==> src/rtl/conv_pkg.sv <==
// rtl/conv_pkg.sv - shared scheduler state type and default image geometry
package conv_pkg;

  typedef enum logic [1:0] {
    ST_IDLE   = 2'd0,
    ST_STREAM = 2'd1,
    ST_HBLANK = 2'd2,
    ST_DRAIN  = 2'd3
  } conv_state_t;

  localparam int DEFAULT_IMAGE_WIDTH   = 320;
  localparam int DEFAULT_IMAGE_HEIGHT  = 240;
  localparam int DEFAULT_HBLANK_CYCLES = 16;
  localparam int DEFAULT_PIPE_LATENCY  = 7;

  // Width of a counter that must hold 0..n-1, never narrower than one bit.
  function automatic int cnt_bits(input int n);
    return (n <= 2) ? 1 : $clog2(n);
  endfunction

endpackage

==> src/rtl/valid_delay_line.sv <==
// rtl/valid_delay_line.sv - fixed-depth delay of a valid strobe and its data word
module valid_delay_line #(
  parameter int DEPTH = 7,
  parameter int WIDTH = 17
) (
  input  logic             clk,
  input  logic             i_clear,
  input  logic             i_valid,
  input  logic [WIDTH-1:0] i_data,
  output logic             o_valid,
  output logic [WIDTH-1:0] o_data
);

  logic [DEPTH-1:0] r_valid_sr;
  logic [WIDTH-1:0] r_data_sr [DEPTH];

  // Clear wipes every stage at once so nothing already in flight emerges later.
  always_ff @(posedge clk) begin
    if (i_clear) begin
      r_valid_sr <= '0;
      for (int i = 0; i < DEPTH; i++) r_data_sr[i] <= '0;
    end else begin
      r_valid_sr[0] <= i_valid;
      r_data_sr[0]  <= i_data;
      for (int i = 1; i < DEPTH; i++) begin
        r_valid_sr[i] <= r_valid_sr[i-1];
        r_data_sr[i]  <= r_data_sr[i-1];
      end
    end
  end

  assign o_valid = r_valid_sr[DEPTH-1];
  assign o_data  = r_data_sr[DEPTH-1];

endmodule

==> src/rtl/conv_read_scheduler.sv <==
// rtl/conv_read_scheduler.sv - raster read-address scheduler feeding a pipelined filter
module conv_read_scheduler
  import conv_pkg::*;
#(
  parameter int IMAGE_WIDTH   = DEFAULT_IMAGE_WIDTH,
  parameter int IMAGE_HEIGHT  = DEFAULT_IMAGE_HEIGHT,
  parameter int ADDR_BITS     = $clog2(IMAGE_WIDTH * IMAGE_HEIGHT),
  parameter int HBLANK_CYCLES = DEFAULT_HBLANK_CYCLES,
  parameter int PIPE_LATENCY  = DEFAULT_PIPE_LATENCY
) (
  input  logic                 clk,
  input  logic                 reset,
  input  logic                 start,
  input  logic                 continuous,
  input  logic                 hold,
  input  logic                 abort,
  output logic [ADDR_BITS-1:0] rdaddress,
  output logic                 rd_en,
  output logic                 frame_start,
  output logic                 frame_end,
  output logic                 out_valid,
  output logic [ADDR_BITS-1:0] out_addr,
  output logic                 busy,
  output logic                 done,
  output logic [7:0]           frame_count
);

  localparam int COL_W = cnt_bits(IMAGE_WIDTH);
  localparam int ROW_W = cnt_bits(IMAGE_HEIGHT);
  localparam int HB_W  = cnt_bits(HBLANK_CYCLES);
  localparam int DR_W  = cnt_bits(PIPE_LATENCY);

  localparam logic [COL_W-1:0]     COL_LAST  = COL_W'(IMAGE_WIDTH - 1);
  localparam logic [ROW_W-1:0]     ROW_LAST  = ROW_W'(IMAGE_HEIGHT - 1);
  localparam logic [HB_W-1:0]      HB_LAST   = HB_W'((HBLANK_CYCLES > 0) ? HBLANK_CYCLES - 1 : 0);
  localparam logic [DR_W-1:0]      DR_LAST   = DR_W'(PIPE_LATENCY - 1);
  localparam logic [ADDR_BITS-1:0] ADDR_LAST = ADDR_BITS'(IMAGE_WIDTH * IMAGE_HEIGHT - 1);

  conv_state_t          r_state, w_state_nxt;
  logic [COL_W-1:0]     r_col, w_col_nxt;
  logic [ROW_W-1:0]     r_row, w_row_nxt;
  logic [ADDR_BITS-1:0] r_addr, w_addr_nxt;
  logic [HB_W-1:0]      r_hb_cnt, w_hb_nxt;
  logic [DR_W-1:0]      r_dr_cnt, w_dr_nxt;
  logic [7:0]           r_frame_count, w_fc_nxt;
  logic                 w_rd_en;
  logic                 w_done;
  logic                 w_clear;

  always_ff @(posedge clk) begin
    if (reset) begin
      r_state       <= ST_IDLE;
      r_col         <= '0;
      r_row         <= '0;
      r_addr        <= '0;
      r_hb_cnt      <= '0;
      r_dr_cnt      <= '0;
      r_frame_count <= '0;
    end else begin
      r_state       <= w_state_nxt;
      r_col         <= w_col_nxt;
      r_row         <= w_row_nxt;
      r_addr        <= w_addr_nxt;
      r_hb_cnt      <= w_hb_nxt;
      r_dr_cnt      <= w_dr_nxt;
      r_frame_count <= w_fc_nxt;
    end
  end

  always_comb begin
    w_state_nxt = r_state;
    w_col_nxt   = r_col;
    w_row_nxt   = r_row;
    w_addr_nxt  = r_addr;
    w_hb_nxt    = r_hb_cnt;
    w_dr_nxt    = r_dr_cnt;
    w_fc_nxt    = r_frame_count;
    w_rd_en     = 1'b0;
    w_done      = 1'b0;

    case (r_state)
      ST_IDLE: begin
        if (start) begin
          w_state_nxt = ST_STREAM;
          w_col_nxt   = '0;
          w_row_nxt   = '0;
          w_addr_nxt  = '0;
        end
      end
      ST_STREAM: begin
        if (!hold) begin
          w_rd_en    = 1'b1;
          w_addr_nxt = r_addr + 1'b1;
          if (r_col == COL_LAST) begin
            w_col_nxt = '0;
            if (r_row == ROW_LAST) begin
              w_row_nxt   = '0;
              w_addr_nxt  = '0;
              w_dr_nxt    = '0;
              w_state_nxt = ST_DRAIN;
            end else begin
              // The incremented address already equals (row+1)*W for the next line.
              w_row_nxt   = r_row + 1'b1;
              w_hb_nxt    = '0;
              w_state_nxt = (HBLANK_CYCLES > 0) ? ST_HBLANK : ST_STREAM;
            end
          end else begin
            w_col_nxt = r_col + 1'b1;
          end
        end
      end
      ST_HBLANK: begin
        if (!hold) begin
          if (r_hb_cnt == HB_LAST) begin
            w_hb_nxt    = '0;
            w_state_nxt = ST_STREAM;
          end else begin
            w_hb_nxt = r_hb_cnt + 1'b1;
          end
        end
      end
      ST_DRAIN: begin
        if (r_dr_cnt == DR_LAST) begin
          w_done      = 1'b1;
          w_fc_nxt    = r_frame_count + 8'd1;
          w_dr_nxt    = '0;
          w_state_nxt = continuous ? ST_STREAM : ST_IDLE;
        end else begin
          w_dr_nxt = r_dr_cnt + 1'b1;
        end
      end
      default: w_state_nxt = ST_IDLE;
    endcase

    // Abort overrides every transition and must not credit a frame.
    if (abort) begin
      w_state_nxt = ST_IDLE;
      w_col_nxt   = '0;
      w_row_nxt   = '0;
      w_addr_nxt  = '0;
      w_hb_nxt    = '0;
      w_dr_nxt    = '0;
      w_fc_nxt    = r_frame_count;
    end
    if (abort || reset) w_done = 1'b0;
  end

  assign w_clear     = reset | abort;
  assign rd_en       = w_rd_en;
  assign rdaddress   = r_addr;
  assign frame_start = w_rd_en && (r_addr == '0);
  assign frame_end   = w_rd_en && (r_addr == ADDR_LAST);
  assign busy        = (r_state != ST_IDLE);
  assign done        = w_done;
  assign frame_count = r_frame_count;

  valid_delay_line #(
    .DEPTH (PIPE_LATENCY),
    .WIDTH (ADDR_BITS)
  ) u_delay (
    .clk     (clk),
    .i_clear (w_clear),
    .i_valid (w_rd_en),
    .i_data  (r_addr),
    .o_valid (out_valid),
    .o_data  (out_addr)
  );

endmodule

==> config.mk <==
export PLATFORM = sky130hd
export DESIGN_NAME = conv_read_scheduler
export DESIGN_NICKNAME = d
export VERILOG_FILES = /design/src/rtl/conv_pkg.sv /design/src/rtl/valid_delay_line.sv /design/src/rtl/conv_read_scheduler.sv
export SDC_FILE = /design/constraint.sdc
export NUM_CORES = 1
export LEC_CHECK = 0
export BUFFER_PORTS_ARGS = -buffer_cell sky130_fd_sc_hd__buf_4
export CAP_MARGIN = 20
export CORE_MARGIN = 5
export CORE_UTILIZATION = 30
export DETAILED_ROUTE_END_ITERATION = 10
export GPL_ROUTABILITY_DRIVEN = 0
export GPL_TIMING_DRIVEN = 1
export SLEW_MARGIN = 10
export SYNTH_ARGS = -nofsm -noshare
export SYNTH_HDL_FRONTEND = slang
export SYNTH_SLANG_ARGS = --single-unit
==> constraint.sdc <==
create_clock -name clk -period 3 [get_ports clk]
set_input_delay 0.3 -clock clk [delete_from_list [all_inputs] [get_ports clk]]
set_output_delay 0.3 -clock clk [all_outputs]
set_load 0.1 [all_outputs]
==> metrics.csv, run 1 <==
metric,value,unit
initial antenna violation count,0,
Max-Cap Viols,0,
leakage,0.002778,uW
CP required,2.70,ns
"Setup Fix Bufs, Post-CTS",0,
final hold slack,0.1445,ns
Worst Path Max Fanout,22,
CP Capture Type,primary output,
Tot GR Track Use,9.688,%
CP arrival,2.24,ns
core area,20230,um2
status,finished clean,
Mapped Cells,619,
Int Pwr,3504,uW
first-pass GRT wire length,18770,um
Reg power frac,50.7,%
CP Launch Type,flip-flop,
Resized Gates After CTS,0,
Logic pwr share,2.1,%
Vias per Instance,4.453,
DRC viols,0,
Post-Synthesis Net Count,631,
area of the mapped netlist,6180,um2
final clock period utilization by the worst path,84.73,%
unrepaired setup endpoints after global routing,no,
die height,153.5,um
Layout Skew,0.009412,ns
Slew @ Worst Pin,0.8922,ns
Synthesis Warnings,0,
share of cells above drive strength 1,16.27,%
largest net degree at the start of global routing,60,
final setup violation count,0,
PwrDens,619.0,nW/um2
IO Port Bufs,53,
post-route ant nets,0,
DR WL/cell,12.08,um
clk buf depth,2,
post-route setup TNS,0,ns
"Seq/Total Area, Yosys",57.34,%
Clock Root Buffer,clkbuf_16,
Final Hold Viols,0,
n_diodes,0,
relative slew slack,40.12,%
hold_buf cts,0,
Syn Area/Cell,9.983,um2
Slew Limit Fails,0,
Clk pwr share,47.2,%
Achievable Freq,0.3934,GHz
setup ws final,0.4581,ns
distinct cell type count after synthesis,55,
Post-synth EDFFs,0,
Synth async-reset ratio,0,%
sw frac,24.48,%
critical path class,reg -> out,
"Area growth, synth to finish",21.28,%
Worst Hold Class,in -> reg,
grt ovf,0,
Initial Util,30.54,%
Die Wd,153.5,um
Nets,675,
Yosys reg bits,177,
Placement Rows,52,
switching power,1136,uW
Total Routed Length,11430,um
drt first pass iters,4,
Sink Count,177,
Num CTS Buffers,17,
IO Count,54,
CTS tree,yes,
post-placement setup slack,0.7754,ns
worst skew pair latency,0.42,ns
DR vias,4213,
vias in the first global route,3726,
Clock Pin Slew Worst Setup and Hold Paths,0.07,ns
DR iter-0 viols,249,
Post-DP HPWL,7328,um
Post-synth top flop,dfxtp_1,
clock period minus worst slack,2.542,ns
maximum vdd ir drop,373.8,uV
H-tree depth,4,
die area,23570,um2
## critical path: stages, from the launching register on
cell and delay [ns]:
dfxtp_1 0.54, nor3b_4 0.51, nand2_1 0.23, nor3_4 0.22, buf_4 0.31
## final cells by class
| cell class | count | area, um2 |
|---|---|---|
| Fill cell | 1983 | 12740 |
| Sequential cell | 177 | 3543 |
| Multi-Input combinational cell | 389 | 2477 |
| Timing Repair Buffer | 62 | 465.4 |
| Clock buffer | 17 | 425.4 |
| Tap cell | 270 | 337.8 |
| Clock inverter | 15 | 185.2 |
| Inverter | 16 | 60.06 |
## state kept, by name (all words and copies together) (netlist names)
signal and cells:
u_delay.r_data_sr 119, rdaddress 17, r_col 9, frame_count 8, r_row 8, u_delay.r_valid_sr 7
r_hb_cnt 4, r_dr_cnt 3, r_state 2
## kinds of logic (layout without fill, tap and decap cells)
logic type | after synthesis | in the layout | synth area share (%)
and+or+nand+nor | 281 | 281 | 27.01
DFF | 177 | 177 | 57.34
AOI/OAI and AO/OA | 89 | 89 | 9.253
buffers and inverters | 53 | 110 | 3.321
xor gates and xnor gates | 12 | 12 | 1.701
adders and majority gates | 6 | 6 | 1.215
muxes | 1 | 1 | 0.1620
## worst paths after layout
kind	from	endpoint	slack, ns	cells after the start
worst max-delay path	r_state[1]	frame_start	0.46	4
worst max register to register	r_state[1]	r_row[7]	0.78	4
worst min register to register	u_delay.r_data_sr[1][24]	u_delay.r_data_sr[2][7]	0.42	1
worst min-delay path	reset	frame_count[6]	0.14	2
## cells in the final DEF, fill, tap and decap left out, types with 9 or more instances in the layout
cell type	synthesis	layout
a21oi_1	32	32
o21ai_0	9	9
dfxtp_1	177	177
nand2_1	24	24
buf_4	0	62
inv_1	16	16
nor4_1	11	11
nand3_1	24	24
and2_1	122	122
xnor2_1	12	12
nand4_1	13	13
nor2_1	24	23
nor3_1	12	9
clkbuf_16	0	17
## synth_stat cells, drive strengths merged (12+ instances only)
library cell    n  area share [%]
clkbuf         33             2.0
nand3          24             1.9
o21ai          12            0.97
dfxtp         177              57
a21oi          32             2.6
nand4          14             1.5
and2          122              12
nor2           24             1.5
nand2          24             1.5
nor3           13             1.1
inv            16            0.97
xnor2          12             1.7
## per-layer routing
| metal | track usage, % | up-vias | routed length (um) |
|---|---|---|---|
| met4 | 3.616 | 0 | 230 |
| met3 | 3.935 | 16 | 722 |
| met2 | 15.21 | 73 | 5107 |
| li1 | - | 2226 | - |
| met1 | 11.99 | 1898 | 5365 |
| met5 | 0 | - | 0 |
## power by group through the flow
| stage | Combinational, uW | Sequential [uW] | Clock [uW] |
|---|---|---|---|
| finish | 99.0 | 2350 | 2190 |
| floorplan | 69.1 | 2410 | 0 |
| detailed placement | 100 | 2410 | 0 |
| CTS | 100 | 2350 | 2250 |
| global route | 110 | 2350 | 2360 |
| global placement | 99.8 | 2410 | 0 |
## stage by stage
stage / power [uW] / cell area, um2 / utilization [%] / cells
after floorplan: 2477 / 6218 / - / 619
after global placement: 2507 / 6884 / 34.02 / 914
final: 4639 / 7495 / 37.04 / 946
after CTS: 4705 / 7495 / 37.04 / 946
after detailed placement: 2507 / 6884 / 34.02 / 914
after global routing: 4817 / 7495 / 37.04 / 946
(Power assumes the default switching activity.)
==> run 2: changes to the inputs <==
Clock period 3 ns to 2.1 ns, I/O delays scaled along.
==> run 2 against run 1 <==
  * Setup slack got worse by 0.36 ns
  * Sequential power grew 43%
  * Die area did not move
  * Count of clock-buffer cells in the layout stayed put
  * Critical endpoint is now frame_end
  * Highest routed layer unchanged
==> metrics.csv, run 2 (same netlist as run 1, synthesis figures left out) <==
metric,value,unit,change
most frequent cells in the layout,"dfxtp_1 (162), and2_1 (122), buf_4 (68), a21oi_1 (32), nand3_1 (24)",,"was dfxtp_1 (177), and2_1 (122), buf_4 (62), a21oi_1 (32)"
Placement Rows,52,,unchanged
DRC viols,0,,unchanged
Crit. Startpoint,rdaddress[0],,was r_state[1]
CP Capture Type,primary output,,unchanged
die height,153.5,um,unchanged
post-route ant nets,0,,unchanged
CP top delay family,simple AND/OR/NAND/NOR gates,,unchanged
max incr delay on CP,0.39,ns,was 0.54 ns
vias in the first global route,3787,,was 3726
CP cell instances,ha_4 > nand4_1 > or3_4 > nor3_4 > buf_12,,was nor3b_4 > nand2_1 > nor3_4 > buf_4
final clock period utilization by the worst path,95.12,%,
post-route setup TNS,0,ns,unchanged
Hold Path Origin,reset,,unchanged
largest reg by FF count,u_delay.r_data_sr,,unchanged
clock period minus worst slack,1.998,ns,
leakage,0.002876,uW,was 0.002778 uW
Layout Skew,0.01135,ns,was 0.009412 ns
total power,6803,uW,was 4639 uW
CTS tree,yes,,unchanged
H-tree depth,4,,unchanged
status,finished clean,,unchanged
critical path class,reg -> out,,unchanged
die area,23570,um2,unchanged
Final Util,38.16,%,was 37.04%
Slew @ Worst Pin,0.6029,ns,was 0.8922 ns
CP arrival,1.79,ns,was 2.24 ns
critical path's slowest cell,dfxtp_4,,was dfxtp_1
Nets,685,,was 675
largest net degree at the start of global routing,122,,was 60
"Area growth, synth to finish",24.96,%,was 21.28%
Initial Util,30.54,%,unchanged
IO Count,54,,unchanged
Clock Pin Slew Worst Setup and Hold Paths,0.08,ns,was 0.07 ns
Max-Cap Viols,0,,unchanged
clk buf depth,2,,unchanged
CP required,1.89,ns,was 2.70 ns
Slew Limit Fails,0,,unchanged
DR iter-0 viols,232,,was 249
PwrDens,881.0,nW/um2,was 619.0 nW/um2
max reg flops,119,,unchanged
Vias per Instance,4.477,,was 4.453
first-pass GRT wire length,19110,um,was 18770 um
grt ovf,0,,unchanged
WP buf/inv,1,,unchanged
Achievable Freq,0.5006,GHz,
DR WL/cell,12.27,um,was 12.08 um
final setup violation count,0,,unchanged
n_diodes,0,,unchanged
relative slew slack,58.77,%,was 40.12%
drt first pass iters,4,,unchanged
share of cells above drive strength 1,19.97,%,was 16.27%
Worst Hold Class,in -> reg,,unchanged
Num CTS Buffers,17,,unchanged
maximum vdd ir drop,575.1,uV,was 373.8 uV
Tot GR Track Use,9.830,%,was 9.688%
IO Port Bufs,53,,unchanged
r2r startpoint,rdaddress[0],,was r_state[1]
Clock Root Buffer,clkbuf_16,,unchanged
Inst Count DP,923,,was 914
DR vias,4280,,was 4213
Sink Count,177,,unchanged
Total Routed Length,11730,um,was 11430 um
Die Wd,153.5,um,unchanged
Final Hold Viols,0,,unchanged
CP Launch Type,flip-flop,,unchanged
core area,20230,um2,unchanged
initial antenna violation count,0,,unchanged
worst skew pair latency,0.42,ns,about the same
unrepaired setup endpoints after global routing,yes,,was no
Fill cells,1974,,was 1983
Post-DP HPWL,7391,um,was 7328 um
hold_buf cts,0,,unchanged
"commonest non-fill, non-tap cell in the layout",dfxtp_1,,unchanged
Worst Path Max Fanout,6,,was 22
final std cells w/o fill,956,,was 946
[run 2: cell types whose count changed in the layout (fill, tap and decap cells not counted), moves of 2 or more]
cell      before  now
buf_12         0    3
inv_12         0    6
dfxtp_2        0    5
dfxtp_1      177  162
dfxtp_4        0   10
clkinv_8       7    5
inv_6          4    2
buf_4         62   68
[run 2: cell type report]
| class | instances | area, um2 | share of cell area [%] |
|---|---|---|---|
| Clock buffer | 17 | 425.4 | 5.509 |
| Clock inverter | 15 | 219.0 | 2.835 |
| Inverter | 16 | 60.06 | 0.7777 |
| Multi-Input combinational cell | 389 | 2511 | 32.52 |
| Sequential cell | 177 | 3587 | 46.45 |
| Tap cell | 270 | 337.8 | 4.375 |
| Timing Repair Buffer | 72 | 581.8 | 7.534 |
[run 2: worst paths after layout]
kind                               to  slack [ns]  cells past startpoint
min                    frame_count[2]        0.07                      2
max reg2reg             rdaddress[16]        0.14                      6
max                         frame_end        0.10                      5
min reg2reg  u_delay.r_data_sr[1][17]        0.42                      1
[run 2: what timing repair did]
item	CTS	global route
resized for setup	4	4
setup buffers	1	0
endpoints found under the setup margin	1	3
pin swaps	1	0
[run 2: per-layer routing]
metal	vias to the layer above	share of wire, %	global-route usage [%]
met5	-	0	0
met4	0	1.4	3.196
met3	12	5.9	4.047
met1	1923	45	11.62
met2	82	48	16.27
li1	2263	-	-
[run 2: power breakdown]
group	switching (uW)	leakage (uW)	internal (uW)
Sequential	3.72	0.00144	3340
Clock	1620	0.000309	1680
Combinational	112	0.00113	44.7
Total	1730	0.00288	5070
[run 2: worst register-to-register path, delay by kind of cell (launching register included)]
family	cells	cell delay [ns]
flops	1	0.39
compound gates	1	0.15
simple gates	3	1.06
fa+ha+maj	1	0.14
buf+inv	1	0.16
[run 2: metrics by stage]
step	hold WS (ns)	setup WS, ns	instance area, um2
2_1_floorplan	0.4057	-0.5543	6284
6_report	0.07094	0.1025	7722
3_3_place_gp	0.4080	0.1933	7029
4_1_cts	0.04688	0.02742	7697
3_5_place_dp	0.4097	0.1696	7029
5_1_grt	0.05848	-0.02325	7722
